## src/rtl/pkg_imagem.sv

```systemverilog
// Shared image-processing definitions: pixel width, default frame size, FSM states
// and elaboration-time width helpers used by the scaler blocks.
package pkg_imagem;

    localparam int unsigned PIXEL_W        = 8;
    localparam int unsigned LARGURA_PADRAO = 160;
    localparam int unsigned ALTURA_PADRAO  = 120;

    typedef enum logic [2:0] {
        OCIOSO,
        LER,
        ULTIMO,
        ESCREVE,
        CONCLUIDO
    } estado_t;

    function automatic int unsigned CLOG2(input int unsigned v);
        int unsigned r;
        r = 0;
        while ((32'd1 << r) < v) r = r + 1;
        return r;
    endfunction

    // Counter width that never collapses to zero bits (FATOR=1, single block row...)
    function automatic int unsigned largura_bits(input int unsigned n);
        return (CLOG2(n) > 0) ? CLOG2(n) : 1;
    endfunction

endpackage

```

## src/rtl/contador_bloco.sv

```systemverilog
// Nested block counters: in-block offsets dj (fastest) and di, then block column bc
// and block row bl. Exposes next values so the top can register addresses in step.
module contador_bloco
    import pkg_imagem::*;
#(
    parameter int unsigned FATOR = 2,
    parameter int unsigned NBC   = 80,
    parameter int unsigned NBL   = 60,
    parameter int unsigned OFF_W = largura_bits(FATOR),
    parameter int unsigned BC_W  = largura_bits(NBC),
    parameter int unsigned BL_W  = largura_bits(NBL)
) (
    input  logic             clk,
    input  logic             rst,
    input  logic             clr,
    input  logic             avanca_off,
    input  logic             avanca_blk,
    output logic [OFF_W-1:0] dj,
    output logic [OFF_W-1:0] di,
    output logic [BC_W-1:0]  bc,
    output logic [BL_W-1:0]  bl,
    output logic [OFF_W-1:0] dj_prox_c,
    output logic [OFF_W-1:0] di_prox_c,
    output logic [BC_W-1:0]  bc_prox_c,
    output logic [BL_W-1:0]  bl_prox_c,
    output logic             fim_bloco_c,
    output logic             fim_quadro_c
);

    logic dj_fim, di_fim, bc_fim, bl_fim;

    assign dj_fim       = (dj == OFF_W'(FATOR - 1));
    assign di_fim       = (di == OFF_W'(FATOR - 1));
    assign bc_fim       = (bc == BC_W'(NBC - 1));
    assign bl_fim       = (bl == BL_W'(NBL - 1));
    assign fim_bloco_c  = dj_fim && di_fim;
    assign fim_quadro_c = bc_fim && bl_fim;

    always_comb begin
        dj_prox_c = dj;
        di_prox_c = di;
        bc_prox_c = bc;
        bl_prox_c = bl;
        if (clr) begin
            dj_prox_c = '0;
            di_prox_c = '0;
            bc_prox_c = '0;
            bl_prox_c = '0;
        end else begin
            if (avanca_off) begin
                if (dj_fim) begin
                    dj_prox_c = '0;
                    di_prox_c = di_fim ? '0 : di + OFF_W'(1);
                end else begin
                    dj_prox_c = dj + OFF_W'(1);
                end
            end
            if (avanca_blk) begin
                bc_prox_c = bc_fim ? '0 : bc + BC_W'(1);
                if (bc_fim) bl_prox_c = bl_fim ? '0 : bl + BL_W'(1);
            end
        end
    end

    always_ff @(posedge clk or negedge rst) begin
        if (!rst) begin
            dj <= '0;
            di <= '0;
            bc <= '0;
            bl <= '0;
        end else begin
            dj <= dj_prox_c;
            di <= di_prox_c;
            bc <= bc_prox_c;
            bl <= bl_prox_c;
        end
    end

endmodule

```

## src/rtl/media_blocos.sv

```systemverilog
// Block-average downscaler: reads the source image from a 1-cycle-latency ROM and
// writes the mean of each FATOR x FATOR block to the VGA frame RAM.
module media_blocos
    import pkg_imagem::*;
#(
    parameter int unsigned FATOR   = 2,
    parameter int unsigned LARGURA = LARGURA_PADRAO,
    parameter int unsigned ALTURA  = ALTURA_PADRAO,
    parameter int unsigned ROM_AW  = 15,
    parameter int unsigned RAM_AW  = 13
) (
    input  logic              clk,
    input  logic              rst,
    input  logic              start,
    input  logic [7:0]        pixel_rom,
    output logic [ROM_AW-1:0] addr_rom,
    output logic [7:0]        pixel_saida,
    output logic [RAM_AW-1:0] addr_ram_vga,
    output logic              we_ram,
    output logic              busy,
    output logic              done
);

    localparam int unsigned BLOCOS_L = LARGURA / FATOR;
    localparam int unsigned BLOCOS_A = ALTURA / FATOR;
    localparam int unsigned DESLOC   = 2 * CLOG2(FATOR);
    localparam int unsigned ACC_W    = PIXEL_W + DESLOC;
    localparam int unsigned OFF_W    = largura_bits(FATOR);
    localparam int unsigned BC_W     = largura_bits(BLOCOS_L);
    localparam int unsigned BL_W     = largura_bits(BLOCOS_A);

    estado_t          estado;
    logic [ACC_W-1:0] acc;
    logic [ACC_W-1:0] soma_c;
    logic             clr_c, av_off_c, av_blk_c, primeiro_c;
    logic [31:0]      end_rom_c, end_ram_c;

    logic [OFF_W-1:0] dj, di, dj_p, di_p;
    logic [BC_W-1:0]  bc, bc_p;
    logic [BL_W-1:0]  bl, bl_p;
    logic             fim_bloco_c, fim_quadro_c;

    contador_bloco #(
        .FATOR (FATOR),
        .NBC   (BLOCOS_L),
        .NBL   (BLOCOS_A),
        .OFF_W (OFF_W),
        .BC_W  (BC_W),
        .BL_W  (BL_W)
    ) u_contador (
        .clk          (clk),
        .rst          (rst),
        .clr          (clr_c),
        .avanca_off   (av_off_c),
        .avanca_blk   (av_blk_c),
        .dj           (dj),
        .di           (di),
        .bc           (bc),
        .bl           (bl),
        .dj_prox_c    (dj_p),
        .di_prox_c    (di_p),
        .bc_prox_c    (bc_p),
        .bl_prox_c    (bl_p),
        .fim_bloco_c  (fim_bloco_c),
        .fim_quadro_c (fim_quadro_c)
    );

    // ROM address tracks the counters' next values so it is registered yet in step
    always_comb begin
        clr_c      = (estado == OCIOSO) && start;
        av_off_c   = (estado == LER);
        av_blk_c   = (estado == ESCREVE);
        primeiro_c = (dj == '0) && (di == '0);
        soma_c     = acc + ACC_W'(pixel_rom);
        end_rom_c  = (32'(bl_p) * FATOR + 32'(di_p)) * LARGURA + 32'(bc_p) * FATOR + 32'(dj_p);
        end_ram_c  = 32'(bl) * BLOCOS_L + 32'(bc);
    end

    always_ff @(posedge clk or negedge rst) begin
        if (!rst) begin
            estado       <= OCIOSO;
            acc          <= '0;
            addr_rom     <= '0;
            pixel_saida  <= '0;
            addr_ram_vga <= '0;
            we_ram       <= 1'b0;
            busy         <= 1'b0;
            done         <= 1'b0;
        end else begin
            we_ram   <= 1'b0;
            done     <= 1'b0;
            addr_rom <= ROM_AW'(end_rom_c);
            case (estado)
                OCIOSO: begin
                    if (start) begin
                        acc    <= '0;
                        busy   <= 1'b1;
                        estado <= LER;
                    end
                end
                LER: begin
                    // First LER cycle has no ROM data yet
                    if (!primeiro_c) acc <= soma_c;
                    if (fim_bloco_c) estado <= ULTIMO;
                end
                ULTIMO: begin
                    acc          <= soma_c;
                    pixel_saida  <= PIXEL_W'(soma_c >> DESLOC);
                    addr_ram_vga <= RAM_AW'(end_ram_c);
                    we_ram       <= 1'b1;
                    estado       <= ESCREVE;
                end
                ESCREVE: begin
                    acc <= '0;
                    if (fim_quadro_c) begin
                        busy   <= 1'b0;
                        done   <= 1'b1;
                        estado <= CONCLUIDO;
                    end else begin
                        estado <= LER;
                    end
                end
                CONCLUIDO: estado <= OCIOSO;
                default:   estado <= OCIOSO;
            endcase
        end
    end

endmodule

```

## config.mk

```make
export PLATFORM = sky130hd
export DESIGN_NAME = media_blocos
export DESIGN_NICKNAME = d
export VERILOG_FILES = /design/src/rtl/pkg_imagem.sv /design/src/rtl/contador_bloco.sv /design/src/rtl/media_blocos.sv
export SDC_FILE = /design/constraint.sdc
export NUM_CORES = 1
export LEC_CHECK = 0
export ABC_AREA = 1
export CORE_MARGIN = 10
export CORE_UTILIZATION = 60
export DETAILED_ROUTE_END_ITERATION = 7
export GPL_TIMING_DRIVEN = 1
export PLACE_DENSITY = 0.81
export SLEW_MARGIN = 20
export SYNTH_ARGS = -nofsm -noshare
export SYNTH_HDL_FRONTEND = slang
export SYNTH_HIERARCHICAL = 1
export SYNTH_SLANG_ARGS = --single-unit
```

## constraint.sdc

```tcl
create_clock -name clk -period 10.31 [get_ports clk]
set_input_delay 2.062 -clock clk [delete_from_list [all_inputs] [get_ports clk]]
set_output_delay 2.062 -clock clk [all_outputs]
set_load 0.01 [all_outputs]
```

# [Yosys cells after proc, flatten, opt, wreduce, memory -nomap -nowiden]
# Index checks and enable logic that the tools add are counted.
[word_totals] ff_bits=67 inputBits=11 output_inout_bits=39
[op_classes] add_sub_neg=9 multipliers=2 n_eq_ne=9 n_mux=27 n_bitwise=2 n_reduce_logical=10
[op_table] cell="10-bit one-hot mux with 4 select lines" n=1
[op_table] cell="6-bit 2-to-1 mux" n=4
[op_table] cell="7-bit 2-to-1 mux" n=3
[op_table] cell="10-bit 2-to-1 mux" n=2
[op_table] cell="15-bit by 1-bit adder with 15-bit output" n=1
[op_table] cell="15-bit by 8-bit adder with 15-bit output" n=1
[op_table] cell="13-bit by 7-bit adder with 13-bit output" n=1
[op_table] cell="1-bit 2-to-1 mux" n=12
[op_table] cell="3-bit one-hot mux with 4 select lines" n=1
[op_table] cell="10-bit by 8-bit adder with 10-bit output" n=1
[op_table] cell="8-bit by 3-bit multiplier with 10-bit output, second input constant" n=1
[op_table] cell="6-bit by 3-bit multiplier with 9-bit output, second input constant" n=1
[op_table] cell="3-bit 2-to-1 mux" n=3
[op_table] cell="7-bit by 1-bit adder with 8-bit output" n=1
[op_table] cell="7-bit by 1-bit adder with 7-bit output, second input constant" n=1
[op_table] cell="7-bit equality test, second input constant" n=1
[op_table] cell="6-bit by 1-bit adder with 6-bit output, second input constant" n=1
[op_table] cell="3-bit by 2-bit equality test with 1-bit output, second input constant" n=2
[op_table] cell="6-bit equality test, second input constant" n=1
[op_table] cell="3-bit AND reduction" n=2
[op_table] cell="1-bit logical AND" n=4
[op_table] cell="2-bit by 1-bit inequality test with 1-bit output, second input constant" n=2
[op_table] cell="2-bit inequality test, second input constant" n=2
[op_table] cell="4-bit nonzero test" n=1
[op_table] cell="7 further kinds" n=9

# [Logic depth before layout (Yosys ltp)]
[logic_depth] word_depth=9 mapped_depth=20 ltp_nobuf=20

# [Cells and area by module]
# Netlist, hierarchy kept.
[modules_own_cells] mod="media_blocos" n_inst=1 cells_each=372 area_each_um2=3104.2
[modules_own_cells] mod="contador_bloco" n_inst=1 cells_each=113 area_each_um2=849.6

# [Worst setup path before layout]
# OpenSTA, ideal clock, no wires.
[synth_path] kind="input to register" startpoint="input start" endpoint="register addr_rom[12]" setup_ns=0.079 arrival_time_ns=4.297 t_required_ns=10.231 slack_ns=5.933 path_stages=13 path_buffers=0 cell_sequence="inv_1 -> nor2_1 -> inv_1 -> nand2_1 -> nor2_1 -> ha_1 -> ha_1 -> fa_1 -> nand4_1 -> o21ai_0 -> nand2_1 -> nor2_1 -> xor2_1"
[synth_via] elab_chain_cells=6 elab_cells_between_ends=9 classes_between="3 x add/sub; 1 x mul; 4 x mux; 1 x reduce/logical"
[synth_lines] item="from (decl)" line_no="media_blocos.sv:14" text="input logic start,"
[synth_lines] item="1-bit logical AND" line_no="media_blocos.sv:70" text="clr_c = (estado == OCIOSO) && start;"
[synth_lines] item="net clr_c" line_no="media_blocos.sv:35" text="logic clr_c, av_off_c, av_blk_c, primeiro_c;"
[synth_lines] item="6-bit 2-to-1 mux" line_no="contador_bloco.sv:44" text="if (clr) begin"
[synth_lines] item="net bl_p[0]" line_no="media_blocos.sv:40" text="logic [BL_W-1:0] bl, bl_p;"
[synth_lines] item="7-bit by 1-bit adder with 8-bit output" line_no="media_blocos.sv:75" text="end_rom_c = (32'(bl_p) * FATOR + 32'(di_p)) * LARGURA + 32'(bc_p) * FATOR + 32'(dj_p);"
[synth_lines] item="8-bit by 3-bit multiplier with 10-bit output" line_no="media_blocos.sv:75"
[synth_lines] item="15-bit by 8-bit adder with 15-bit output" line_no="media_blocos.sv:75"
[synth_lines] item="15-bit by 1-bit adder with 15-bit output" line_no="media_blocos.sv:75"
[synth_lines] item="net end_rom_c[12]" line_no="media_blocos.sv:36" text="logic [31:0] end_rom_c, end_ram_c;"
[synth_lines] item="to (signal assigned)" line_no="media_blocos.sv:92" text="addr_rom <= ROM_AW'(end_rom_c);"
[synth_lines] item="to (decl)" line_no="media_blocos.sv:16" text="output logic [ROM_AW-1:0] addr_rom,"
# The timed path passes the listed nets, and every way through them passes these cells.
# A chain may end at the register's enable or synchronous reset.

# [Worst setup path in the final report]
[layout_path] startpoint="input start" endpoint="register addr_rom[14]"
# Same word-level chain as after synthesis.

==> key figures <==
Worst setup path
  • Delay of the slowest cell on the worst path: roughly 600 ps
  • Master of the slowest instance on the critical path: sky130_fd_sc_hd__fa_1
  • Max FO, Critical Path: 9
  • CP cell instances: clkdlybuf4s50_1 > inv_1 > nor2_1 > inv_1 > nand2_1 > nor2_1 > ha_1 > ha_1 > fa_1 > nand4_1 > o21ai_0 > nand2_1 > nor2_1 > nand3_1 > nand2_1
  • Type of the worst setup path: in -> reg
  • Critical Path RT: about 11000 ps
  • Signal arrival time at the worst endpoint: around 5200 ps
  • Critical Path Sink Type: flip-flop
  • Type of element launching the critical path: input pin

Pwr
  • Worst IR Drop VDD: 0.200 mV
  • Static Leakage: roughly 2.5 nW
  • Power density normalized to cell area: 214 nW/um2

Yosys
  • Portion of synthesized cell area occupied by the leading cell type: 0.424
  • Count of warnings emitted by yosys: 6
  • Number of standard cells after synthesis: between 400 and 500
  • Number of synthesized flops with an enable pin: 0
  • Ranking of synthesized cells by area: sky130_fd_sc_hd__dfrtp_1, sky130_fd_sc_hd__nand2_1, sky130_fd_sc_hd__ha_1, sky130_fd_sc_hd__nand3_1, sky130_fd_sc_hd__inv_1
  • Sequential cell area fraction in the yosys report: 0.424
  • Syn Nets: roughly 540
  • Cell area after synthesis: roughly 4000 um2
  • Cell accounting for the most synthesized area: sky130_fd_sc_hd__dfrtp_1
  • Flip-flop and latch count after synthesis: 67
  • Post-synthesis cell type count: 34
  • Most used DFF post-synth: sky130_fd_sc_hd__dfrtp_1
  • Average instance area after synthesis: approximately 8.2 um2
  • Share of async-settable or async-resettable flops after synthesis: 1.00

GRT
  • Vias in the first global route: around 3300
  • Maximum number of pins on one net before global-route repair: slightly below 70
  • Global-route wire length before repair: 15200 um
  • Overall Global Routing Usage: 0.181
  • Number of antenna violations at the first check in global routing: 0
  • Total global routing overflow: 0

Final layout
  • Most frequent standard cell in the layout excluding fill and tap cells: sky130_fd_sc_hd__nand2_1
  • Post-Layout Inst Area: around 4700 um2
  • Most frequent cells in the layout: sky130_fd_sc_hd__nand2_1, sky130_fd_sc_hd__dfrtp_1, sky130_fd_sc_hd__inv_1, sky130_fd_sc_hd__clkdlybuf4s50_1, sky130_fd_sc_hd__nand3_1
  • Number of cells in the finished layout apart from fillers: between 600 and 700
  • Signed area change from the synthesized netlist to the final layout: 20.1%
  • Fraction of final layout cells sized beyond drive strength 1: 0.0640
  • # fillers: between 400 and 500
  • Antenna fix cells: 0
  • Final Net Count: roughly 600

CTS
  • CTS Root Cell: sky130_fd_sc_hd__clkbuf_8
  • # clock sinks: 67
  • Level count of the clock H-tree: 3
  • Total CTS buffers: 9
  • TritonCTS clock tree: done
  • Clock-pin slew reported for the worst setup and hold paths after clock tree synthesis: approximately 80 ps
  • Hold Buf Count CTS: 0
  • Post-CTS repair timing setup buffer count: 0
  • Number of gates resized after CTS: 0
  • Number of buffers on the longest clock path: 2
  • Clock Latency Late Sink: approximately 360 ps

Die
  • Area of the core region: about 6400 um2
  • Die H: slightly above 100 um
  • Die area: slightly above 10000 um2
  • Number of standard-cell rows in the floorplan: 29
  • I/O Pins: 50
  • Initial core utilization: 0.619
  • Die X-Extent: 101 um

Timing
  • Worst-Margin Slew: 857 ps
  • Minimum setup slack in the final design: between 5000 and 6000 ps
  • Final TNS setup: 0 ps
  • Post-layout min period: a little under 5000 ps
  • Final period utilization: 0.476
  • Hold Violations, Final: 0
  • Final setup vio count: 0
  • RSZ-0062 raised after global routing: false
  • Number of pins exceeding their max-slew limit in the final report: 0
  • Fmax: 0.204 GHz
  • Clock tree skew after final layout: between 10 and 15 ps
  • Relative max-transition margin: 0.424
  • Worst Hold Margin: slightly below 500 ps

Placed design
  • Detail Placement HPWL: roughly 6500 um
  • GP Congestion: about 0.88
  • Placement Setup Slack: 5060 ps
  • Number of cells in the design after placement: roughly 610
  • Placed standard-cell area: ~4500 um2
  • Count of buffers inserted at the top-level ports: 49

Routing
  • DR DRC count: 0
  • First-pass iteration count of the detailed router: 5
  • Via Count: 3313
  • Count of nets left with antenna violations after detail routing: 0
  • Initial drt markers: between 200 and 300
  • Average routed wire per standard cell: about 14 um
  • Detailed-route vias per instance: around 5.3
  • Final wirelength: between 8000 and 9000 um

Hold path
  • Type of the most critical hold path: reg -> reg

Job
  • Number of max-cap violations: 0

Run status
  • Result of the run: complete, no violations
[where the power goes]
part	switching [mW]	internal, mW
registers	0.0426	0.330
clock network	0.107	0.145
logic	0.230	0.160
[worst paths after layout]
check | startpoint | end | cells after the start | slack, ps
setup / recovery | start | addr_rom[14] | 15 | 5410
hold / removal | addr_ram_vga[2] | addr_ram_vga[2] | 2 | 480
hold reg to reg | addr_ram_vga[2] | addr_ram_vga[2] | 2 | 480
min in group asynchronous | rst | acc[7] | 2 | 1870
setup reg to reg | estado[2] | addr_rom[14] | 16 | 6370
max in group asynchronous | rst | addr_rom[9] | 2 | 7890
[Yosys cell counts (2+ instances only)]
library cell               count
sky130_fd_sc_hd__fa_1          5
sky130_fd_sc_hd__a21oi_1      16
sky130_fd_sc_hd__o21ai_0      14
sky130_fd_sc_hd__nand2_1     161
sky130_fd_sc_hd__nor3_1        4
sky130_fd_sc_hd__o22ai_1       3
sky130_fd_sc_hd__nor2_4        3
sky130_fd_sc_hd__ha_1         35
sky130_fd_sc_hd__xnor2_1       4
sky130_fd_sc_hd__inv_2         3
sky130_fd_sc_hd__inv_1        49
sky130_fd_sc_hd__xor2_1       12
sky130_fd_sc_hd__nand3_1      39
sky130_fd_sc_hd__dfrtp_1      67
sky130_fd_sc_hd__nand4_1       8
sky130_fd_sc_hd__nand3b_1      4
sky130_fd_sc_hd__or2_2         2
sky130_fd_sc_hd__nand2_2       5
sky130_fd_sc_hd__buf_2         2
sky130_fd_sc_hd__nor4_1        2
sky130_fd_sc_hd__nor2_1       34
[metrics by stage]
step	power, mW	util
floorplan	0.624	-
global placement	0.754	0.707
detailed placement	0.766	0.707
CTS	1.02	0.743
global route	1.09	0.743
finish	1.02	0.743
[area by class of cell]
cell class                 count  area [um2]  share of cell area
clock inverter                 6        95.1              0.0200
inverter                      52         195              0.0411
timing repair buffer          50         493               0.104
sequential                    67        1680               0.353
clock buffer                  10         138              0.0290
multi-input combinational    362        2050               0.433
tap                           77        96.3              0.0203
[cells by family (layout without fill, tap and decap cells)]
| kind of cell | count (synthesis) | after routing | share of synthesized area |
|---|---|---|---|
| simple gates | 267 | 267 | 0.295 |
| xor+xnor | 16 | 16 | 0.0354 |
| fa+ha+maj | 40 | 40 | 0.136 |
| compound gates | 39 | 39 | 0.0532 |
| flops | 67 | 67 | 0.424 |
| buf+inv | 56 | 118 | 0.0566 |
[sequential cells by signal (all words and copies together) (netlist names)]
register       cells
addr_rom          15
pixel_saida        8
u_contador/di      1
done               1
u_contador/bc      7
estado             3
acc               10
we_ram             1
u_contador/dj      1
u_contador/bl      6
addr_ram_vga      13
busy               1
[worst max-delay path: cells and delay by family]
kind	cells	cell delay, ps
compound gates	1	280
buf+inv	3	750
simple gates	8	980
fa+ha+maj	3	1130
[layer usage]
layer	vias to the layer above	global-route usage	wire length (um)	share of wire
met5	-	0	0	0
met4	0	0.0547	102	0.012
met3	10	0.0511	535	0.061
met2	71	0.299	4200	0.48
met1	1545	0.226	3890	0.45
li1	1687	-	-	-
Power figures use the tool's default switching activity.
